[config.mk]
export PLATFORM = sky130hd
export DESIGN_NAME = rf_write_scheduler
export DESIGN_NICKNAME = d
export VERILOG_FILES = /design/src/rtl/rf_pkg.sv /design/src/rtl/rf_write_scheduler_rr_arb2.sv /design/src/rtl/rf_write_scheduler.sv
export SDC_FILE = /design/constraint.sdc
export NUM_CORES = 1
export LEC_CHECK = 0
export ABC_AREA = 1
export CORE_UTILIZATION = 50
export CTS_BUF_LIST = sky130_fd_sc_hd__clkbuf_8
export CTS_CLUSTER_DIAMETER = 120
export DETAILED_ROUTE_END_ITERATION = 10
export PLACE_DENSITY = 0.87
export SLEW_MARGIN = 20
export SYNTH_ARGS = -nofsm -noshare
export SYNTH_HDL_FRONTEND = slang
export SYNTH_SLANG_ARGS = --single-unit
[constraint.sdc]
create_clock -name clk -period 5.7 [get_ports clk]
set_input_delay 0.57 -clock clk [delete_from_list [all_inputs] [get_ports clk]]
set_output_delay 0.57 -clock clk [all_outputs]
set_load 0.02 [all_outputs]
[src/rtl/rf_pkg.sv]
// Shared sizing and grant encoding for the register-file write scheduler.
package rf_pkg;

  localparam int NREG   = 32;
  localparam int AW     = 5;
  localparam int DW     = 16;
  localparam int PEND_W = 2;

  // Identifies which writeback source owns the port (also the round-robin priority value).
  typedef enum logic {
    SRC_ALU = 1'b0,
    SRC_LD  = 1'b1
  } src_e;

endpackage

[src/rtl/rf_write_scheduler_rr_arb2.sv]
// Two-way round-robin arbiter. The grant is combinational and the priority flop
// favours the source that was not granted most recently.
module rr_arb2
  import rf_pkg::*;
(
  input  logic       clk,
  input  logic       rst,
  input  logic [1:0] req,
  output logic [1:0] gnt
);

  src_e prio;

  // Pick a winner this cycle. Nothing is granted while reset is held.
  always_comb begin
    gnt = 2'b00;
    if (!rst) begin
      if (req == 2'b11) begin
        if (prio == SRC_ALU) gnt = 2'b01;
        else                 gnt = 2'b10;
      end else begin
        gnt = req;
      end
    end
  end

  // Hand priority to the other source after a grant. Hold it when the port is idle.
  always_ff @(posedge clk) begin
    if (rst)         prio <= SRC_ALU;
    else if (gnt[0]) prio <= SRC_LD;
    else if (gnt[1]) prio <= SRC_ALU;
  end

endmodule

[src/rtl/rf_write_scheduler.sv]
// Shares the register file's single write port between the ALU and the load unit.
// It also tracks how many writes are outstanding for each register, so issue logic
// can detect hazards.
module rf_write_scheduler
  import rf_pkg::*;
(
  input  logic            clk,
  input  logic            rst,
  input  logic            alloc_valid,
  input  logic [AW-1:0]   alloc_reg,
  output logic            alloc_ready,
  input  logic            src0_valid,
  output logic            src0_ready,
  input  logic [AW-1:0]   src0_reg,
  input  logic [DW-1:0]   src0_data,
  input  logic            src1_valid,
  output logic            src1_ready,
  input  logic [AW-1:0]   src1_reg,
  input  logic [DW-1:0]   src1_data,
  output logic            rf_we,
  output logic [AW-1:0]   rf_write_reg,
  output logic [DW-1:0]   rf_write_data,
  input  logic [AW-1:0]   chk_reg1,
  input  logic [AW-1:0]   chk_reg2,
  output logic            chk_busy1,
  output logic            chk_busy2,
  output logic [NREG-1:0] busy_vec,
  output logic            err_underflow
);

  logic [1:0]        gnt;
  logic [PEND_W-1:0] pend_cnt [NREG];
  logic [NREG-1:0]   inc_vec;
  logic [NREG-1:0]   dec_vec;
  logic [NREG-1:0]   zero_vec;
  logic              underflow_now;

  rr_arb2 u_arb (
    .clk (clk),
    .rst (rst),
    .req ({src1_valid, src0_valid}),
    .gnt (gnt)
  );

  assign src0_ready = gnt[SRC_ALU];
  assign src1_ready = gnt[SRC_LD];

  // Steer the granted source onto the write port. The port drives zeros when idle.
  always_comb begin
    rf_we         = |gnt;
    rf_write_reg  = '0;
    rf_write_data = '0;
    if (gnt[SRC_ALU]) begin
      rf_write_reg  = src0_reg;
      rf_write_data = src0_data;
    end else if (gnt[SRC_LD]) begin
      rf_write_reg  = src1_reg;
      rf_write_data = src1_data;
    end
  end

  // A saturated counter stalls further reservations instead of wrapping.
  assign alloc_ready = ~rst & (pend_cnt[alloc_reg] != {PEND_W{1'b1}});

  // Decode this cycle's reservation and retirement per register and flag any retire that hits zero.
  always_comb begin
    inc_vec  = '0;
    dec_vec  = '0;
    zero_vec = '0;
    for (int r = 0; r < NREG; r++) begin
      inc_vec[r]  = alloc_valid & alloc_ready & (alloc_reg == AW'(r));
      dec_vec[r]  = rf_we & (rf_write_reg == AW'(r));
      zero_vec[r] = (pend_cnt[r] == '0);
    end
    underflow_now = |(dec_vec & ~inc_vec & zero_vec);
  end

  // Pending-write counters. A simultaneous reserve and retire cancels out.
  always_ff @(posedge clk) begin
    if (rst) begin
      for (int r = 0; r < NREG; r++) pend_cnt[r] <= '0;
    end else begin
      for (int r = 0; r < NREG; r++) begin
        if (inc_vec[r] && !dec_vec[r])
          pend_cnt[r] <= pend_cnt[r] + 1'b1;
        else if (dec_vec[r] && !inc_vec[r] && !zero_vec[r])
          pend_cnt[r] <= pend_cnt[r] - 1'b1;
      end
    end
  end

  // Sticky error flag. It is cleared only by reset.
  always_ff @(posedge clk) begin
    if (rst)                err_underflow <= 1'b0;
    else if (underflow_now) err_underflow <= 1'b1;
  end

  // Busy status comes from registered counts only, so a retiring write still reads busy.
  always_comb begin
    busy_vec = '0;
    for (int r = 0; r < NREG; r++) busy_vec[r] = ~zero_vec[r];
  end

  assign chk_busy1 = busy_vec[chk_reg1];
  assign chk_busy2 = busy_vec[chk_reg2];

endmodule
==> results.md, run 1 <==
* Leakage at between 3 and 4 nW
* Largest net degree at the start of global routing at 50
* Critical path arrival at about 3.5 ns
* I/O pins at between 100 and 150
* Fin nets at approximately 1200
* Clock skew after layout at 0.0115 ns
* Final Core Density at 0.633
* Post-synthesis async set-or-reset flop share at 0
* Post-synth top cells: nand2_1 (324), nor2_1 (158), inv_1 (111), nand3_1 (84), edfxtp_1 (64)
* Critical Path Slowest Stage Cell: clkdlybuf4s50_1
* Final setup fails at 0
* Max Freq at 249 MHz
* Area of the multi-input gates at approximately 3600 um2
* Initial Util at 0.517
* Final hold vios at 0
* Sequential area share after synthesis at 0.313
* Die Wd at 114 um
* Internal Pwr Total at a little under 0.9 mW
* Initial antenna violation count at 0
* Crit share post-route at 0.705
* Global-route wire length before repair at 32900 um
* Vias per cell at 5.65
* Crit Path Class: input port to output port
* Total Routing Usage GR at 0.328
* Most common cell in the netlist: nand2_1
* CTS sink cnt at 66
* Post-CTS Repair Setup Buffers at 0
* CP cell instances: clkdlybuf4s50_1, inv_2, nand2_1, nand2_1, nand2_1, nand2_1, o21ai_1, nand2_1, a21oi_1, clkdlybuf4s50_1
* Synthesized area at about 6300 um2
* CTS Root Cell: clkbuf_8
* Longest Clk Path Bufs at 2
* Cell area after layout at roughly 7700 um2
* Post-synth top flop: edfxtp_1
* First DRT Iteration DRCs at just over 800
* Yosys reg bits at 66
* Diodes inserted at 0
* Setup TNS at 0 ns
* R2R cell count at 7
* Aggregate global routing overflow at 0
* CP max stage delay at 0.99 ns
* Worst hold slack at approximately 0.56 ns
* Post-synth EDFFs at between 60 and 70
* DIE HEIGHT at approximately 110 um
* Routed Antenna Nets at 0
* Yosys warns at 0
* Crit-path most repeated cell: nand2_1
* Synthesized instance count at approximately 1000
* Critical path capture point type: output port
* Share of cells above drive strength 1 at 0.0432
* Transition time of the tightest slew-check pin at 1.05 ns
* Worst skew pair latency at 0.37 ns
* Max-slew violations at 0
* Max-cap violations at 0
* Crit-path max FO at 20
* TritonCTS clock tree: done
* IO buf count at between 100 and 150
* DP HPWL at between 15000 and 20000 um
* Storage element area at about 2000 um2
* Status: completed
* Peak VDD IR at roughly 0.087 mV
* Top-area cell type share of the netlist area at 0.307
* Placement Cell Area at 7520 um2
* Syn avg cell area at around 6.2 um2
* Pwr Density at 179 nW/um2
* Final-layout fill cell count at between 1000 and 1500
* Worst min path class: register to register
* Clock group share of total power at 0.245
* Top cells by area, synth: edfxtp_1 (31%), nand2_1 (19%), nor2_1 (9.5%), nand3_1 (6.7%), inv_1 (6.7%)
* Vias in the first global route at about 6700
* Switching pwr at just under 0.5 mW
* Unrepaired setup endpoints after global routing: no
* Slew headroom at 0.301
* CTS clk-pin slew, worst paths at approximately 0.070 ns
* Detailed Routing Iterations Pass 1 at 5
* CTS buffer count at 9
* Yosys top cell by area: edfxtp_1
* Core area at between 10000 and 15000 um2
* DIE AREA at 13000 um2
* WL final at 20400 um
* FP Rows at 40
* CTS resizes at 0
* Comb pwr share at 0.318
* Total number of vias at 7224
* Post-route DRC at 0
* WL/cell at between 15 and 20 um
* Min cycle time layout at approximately 4.0 ns
* Flop pwr share at 0.438
* Total power at between 1 and 1.5 mW
* CTS Hold Bufs at 0
* Area Growth Syn to Fin at 22.6%
* Synthesized net count at roughly 1100
* Worst Hold Path Cells at 2
* CTS HTree Levels at 3
* Worst Path Required at 5.13 ns
* Worst setup SP type: input port
* Count of different cell masters after synthesis at 37
* Sw frac at 0.355
* Gpl congestion at approximately 0.98
[per-layer routing]
layer | wire (um) | GRT usage | share of wire
met1 | 7850 | 0.419 | 0.38
met2 | 9250 | 0.533 | 0.45
met3 | 2540 | 0.0712 | 0.12
met4 | 791 | 0.147 | 0.039
met5 | 0 | 0 | 0
[final timing paths]
path                     start              end  slack, ns
setup / recovery  alloc_reg[1]      alloc_ready       1.68
hold / removal      u_arb.prio       u_arb.prio       0.56
setup reg to reg    u_arb.prio  pend_cnt[20][0]       2.93
hold reg to reg     u_arb.prio       u_arb.prio       0.56
[registers in the layout, indices dropped and copies added, names as in the netlist]
register	cells
u_arb.prio	1
err_underflow	1
pend_cnt	64
[cells in the final DEF (no fill, tap or decap), drive strengths merged, types with 2 or more instances in the layout]
cell / Yosys / final
a22o: 16 / 16
or2: 16 / 16
and3: 14 / 14
nor2: 158 / 158
xor2: 2 / 2
inv: 120 / 122
clkbuf: 18 / 9
o211ai: 4 / 4
nand2: 325 / 325
xnor2: 11 / 11
buf: 16 / 3
o21ai: 65 / 65
dfxtp: 2 / 2
o22ai: 5 / 5
a21oi: 39 / 39
nand3: 85 / 85
nand4: 18 / 18
a31oi: 2 / 2
nor3: 13 / 13
clkinv: 4 / 9
edfxtp: 64 / 64
a311oi: 2 / 2
clkdlybuf4s50: 0 / 121
[layout make-up]
class | count | area share
clock buffers | 9 | 0.0161
clock inverters | 7 | 0.00375
inverters | 124 | 0.0610
multi-input cells | 780 | 0.475
flip-flops and latches | 66 | 0.256
well taps | 168 | 0.0274
repair buffers | 124 | 0.161
[per-stage QoR]
stage	setup WS [ns]	instances
CTS	1.73	1278
floorplan	3.23	1004
global route	1.46	1278
finish	1.68	1278
detailed placement	1.76	1262
global placement	1.77	1262
[worst max-delay path: cells and delay by family]
family	cells	cell delay, ns
buf+inv	3	1.99
compound gates	2	0.45
simple gates	5	0.43
[power by group through the flow]
stage	Clock [mW]	Sequential (mW)	Combinational, mW
2_1_floorplan	0	0.598	0.259
3_3_place_gp	0	0.608	0.422
3_5_place_dp	0	0.608	0.428
4_1_cts	0.337	0.598	0.430
5_1_grt	0.357	0.602	0.475
6_report	0.335	0.600	0.436
[logic make-up (layout without fill, tap and decap cells)]
| kind of cell | after synthesis | count (layout) | synth area share |
|---|---|---|---|
| buffers and inverters | 158 | 264 | 0.104 |
| AO/OA/AOI/OAI | 137 | 137 | 0.133 |
| adder cells (fa/ha/maj) | 1 | 1 | 0.00200 |
| flip-flops | 66 | 66 | 0.313 |
| XOR/XNOR | 13 | 13 | 0.0182 |
| AND/OR/NAND/NOR | 629 | 629 | 0.429 |
Note: power is estimated with default switching activity, not from simulation.
==> run 2, diff against run 1 <==
- clock period: 5.7 -> 4.08 ns (I/O delays scaled with it)
==> run 2 against run 1 <==
Against the previous run:
- core utilization increased by 0.20 points
- final cell count increased by 0.16%
- critical path depth decreased by 2
- design area increased by 0.31%
- sequential power increased by 39%
- die area unchanged
- non-clock buffer count increased by 2
- power increased by 41%
- count of clock-buffer cells in the layout unchanged
- via count decreased by 1.9%
- worst setup slack got worse by 0.93 ns
==> results.md, run 2 (synthesis results as in run 1) <==
* Cell count after placement at 1264
* Final setup fails at 0
* Critical path arrival at about 2.9 ns
* Placement Cell Area at 7530 um2
* Final cell count without fillers at around 1300
* Commonest non-fill, non-tap cell in the layout: nand2_1
* Detailed Routing Iterations Pass 1 at 5
* Final hold vios at 0
* Setup crit start: chk_reg1[0]
* DIE AREA at approximately 13000 um2
* Worst Path Required at 3.67 ns
* First DRT Iteration DRCs at 809
* FP Rows at 40
* Crit share post-route at 0.815
* Internal Pwr Total at about 1.2 mW
* CTS sink cnt at 66
* Clock group share of total power at 0.252
* R2R cell count at 7
* I/O pins at between 100 and 150
* Met3 routed WL at 2300 um
* TritonCTS clock tree: done
* Setup TNS at 0 ns
* Total number of vias at roughly 7000
* R2R Setup Slk at approximately 1.3 ns
* CP Depth at 8
* Sw frac at 0.355
* DIE HEIGHT at approximately 110 um
* Total Routing Usage GR at 0.320
* Longest Clk Path Bufs at 2
* WL met1 at 7950 um
* CTS buffer count at 9
* Highest metal used: met4
* Routed Antenna Nets at 0
* CP cell instances: clkdlybuf4s50_1, inv_1, o21ai_0, a21oi_1, o21ai_0, a311oi_1, a31oi_1, clkdlybuf4s50_1
* Worst r2r src: u_arb.prio
* Peak VDD IR at approximately 0.13 mV
* Worst min path class: register to register
* Top flop regs: pend_cnt: 64 flops, err_underflow: 1 flops, u_arb.prio: 1 flops
* Max Freq at roughly 300 MHz
* Comb pwr share at 0.314
* Unrepaired setup endpoints after global routing: no
* Pwr Density at approximately 250 nW/um2
* Initial antenna violation count at 0
* End of the critical path: chk_busy1
* Min cycle time layout at between 3 and 4 ns
* Clock skew after layout at around 0.009 ns
* Fin nets at 1170
* DP HPWL at between 15000 and 20000 um
* Largest Register: pend_cnt
* Vias per cell at 5.54
* Post-CTS Repair Setup Buffers at 0
* Global-route wire length before repair at around 32000 um
* CTS clk-pin slew, worst paths at roughly 0.07 ns
* IO buf count at about 120
* Largest net degree at the start of global routing at 50
* Area Growth Syn to Fin at 23.0%
* CTS Root Cell: clkbuf_8
* Worst skew pair latency at between 0.3 and 0.4 ns
* Status: completed
* Vias in the first global route at about 6500
* Post-route DRC at 0
* Share of cells above drive strength 1 at 0.0477
* Worst setup SP type: input port
* Critical path capture point type: output port
* Crit-path max FO at 17
* Critical Path Slowest Stage Cell: clkdlybuf4s50_1
* Crit Path Class: input port to output port
* Max-cap violations at 0
* Flip-flop count of the largest register after layout at between 60 and 70
* Slew headroom at 0.434
* Die Wd at roughly 110 um
* Cell area after layout at slightly below 8000 um2
* Aggregate global routing overflow at 0
* CTS resizes at 0
* Leakage at around 3.6 nW
* Worst reg2reg endpoint: pend_cnt[20][1]
* WL final at 19800 um
* CP max stage delay at roughly 0.79 ns
* Transition time of the tightest slew-check pin at 0.849 ns
* Diodes inserted at 0
* Max-slew violations at 0
* Gpl congestion at 0.996
* Met2 routed WL at between 8000 and 9000 um
* Total power at 1.93 mW
* Switching pwr at 0.684 mW
* Flop pwr share at 0.433
* WL/cell at between 15 and 20 um
* CTS HTree Levels at 3
* Buf+Inv Stages, Crit Path at 3
* CTS Hold Bufs at 0
* Core area at about 12000 um2
* CP top delay family: buffers and inverters
* Commonest cells after routing, fill and taps aside: nand2_1 (324), nor2_1 (158), clkdlybuf4s50_1 (121)
* Initial Util at 0.517
## run 2: changes by cell type in the layout (fill, tap and decap cells not counted), sizes merged
cell	change
buf	+2
clkinvlp	+2
clkinv	-1
inv	-1
## run 2: area by class of cell
type / count / area, um2
repair buffers: 126 / 1250
flip-flops and latches: 66 / 1960
inverters: 124 / 468
clock inverters: 7 / 37.5
fillers: 1109 / 4420
multi-input cells: 780 / 3640
well taps: 168 / 210
clock buffers: 9 / 124
## run 2: worst min path at each step
stage               slack (ns)  startpoint    endpoint  cells after the start
floorplan                 0.51  u_arb.prio  u_arb.prio                      2
CTS                       0.56  u_arb.prio  u_arb.prio                      2
global placement          0.53  u_arb.prio  u_arb.prio                      2
detailed placement        0.54  u_arb.prio  u_arb.prio                      2
global route              0.58  u_arb.prio  u_arb.prio                      2
finish                    0.56  u_arb.prio  u_arb.prio                      2
## run 2: layer usage
layer / track usage / vias to the layer above
met5: 0 / -
met4: 0.131 / 0
met3: 0.0670 / 44
met2: 0.524 / 415
met1: 0.412 / 3156
li1: - / 3475
## run 2: tightest hold or removal path, stage by stage, from the launching register on
cell     delay (ns)
dfxtp_1        0.35
nand3_1        0.09
a21oi_1        0.06
## run 2: power by group through the flow
stage          clock, mW  sequential, mW  combinational, mW
6_report           0.486           0.835              0.606
5_1_grt            0.509           0.839              0.662
4_1_cts            0.482           0.833              0.599
3_5_place_dp           0           0.848              0.596
3_3_place_gp           0           0.847              0.587
2_1_floorplan          0           0.835              0.361
## run 2: through the flow
step | hold WS [ns] | utilization | setup slack [ns]
6_report | 0.557 | 0.635 | 0.753
5_1_grt | 0.579 | 0.635 | 0.507
4_1_cts | 0.556 | 0.635 | 0.761
3_5_place_dp | 0.545 | 0.622 | 0.724
3_3_place_gp | 0.528 | 0.622 | 0.783
2_1_floorplan | 0.508 | - | 1.83
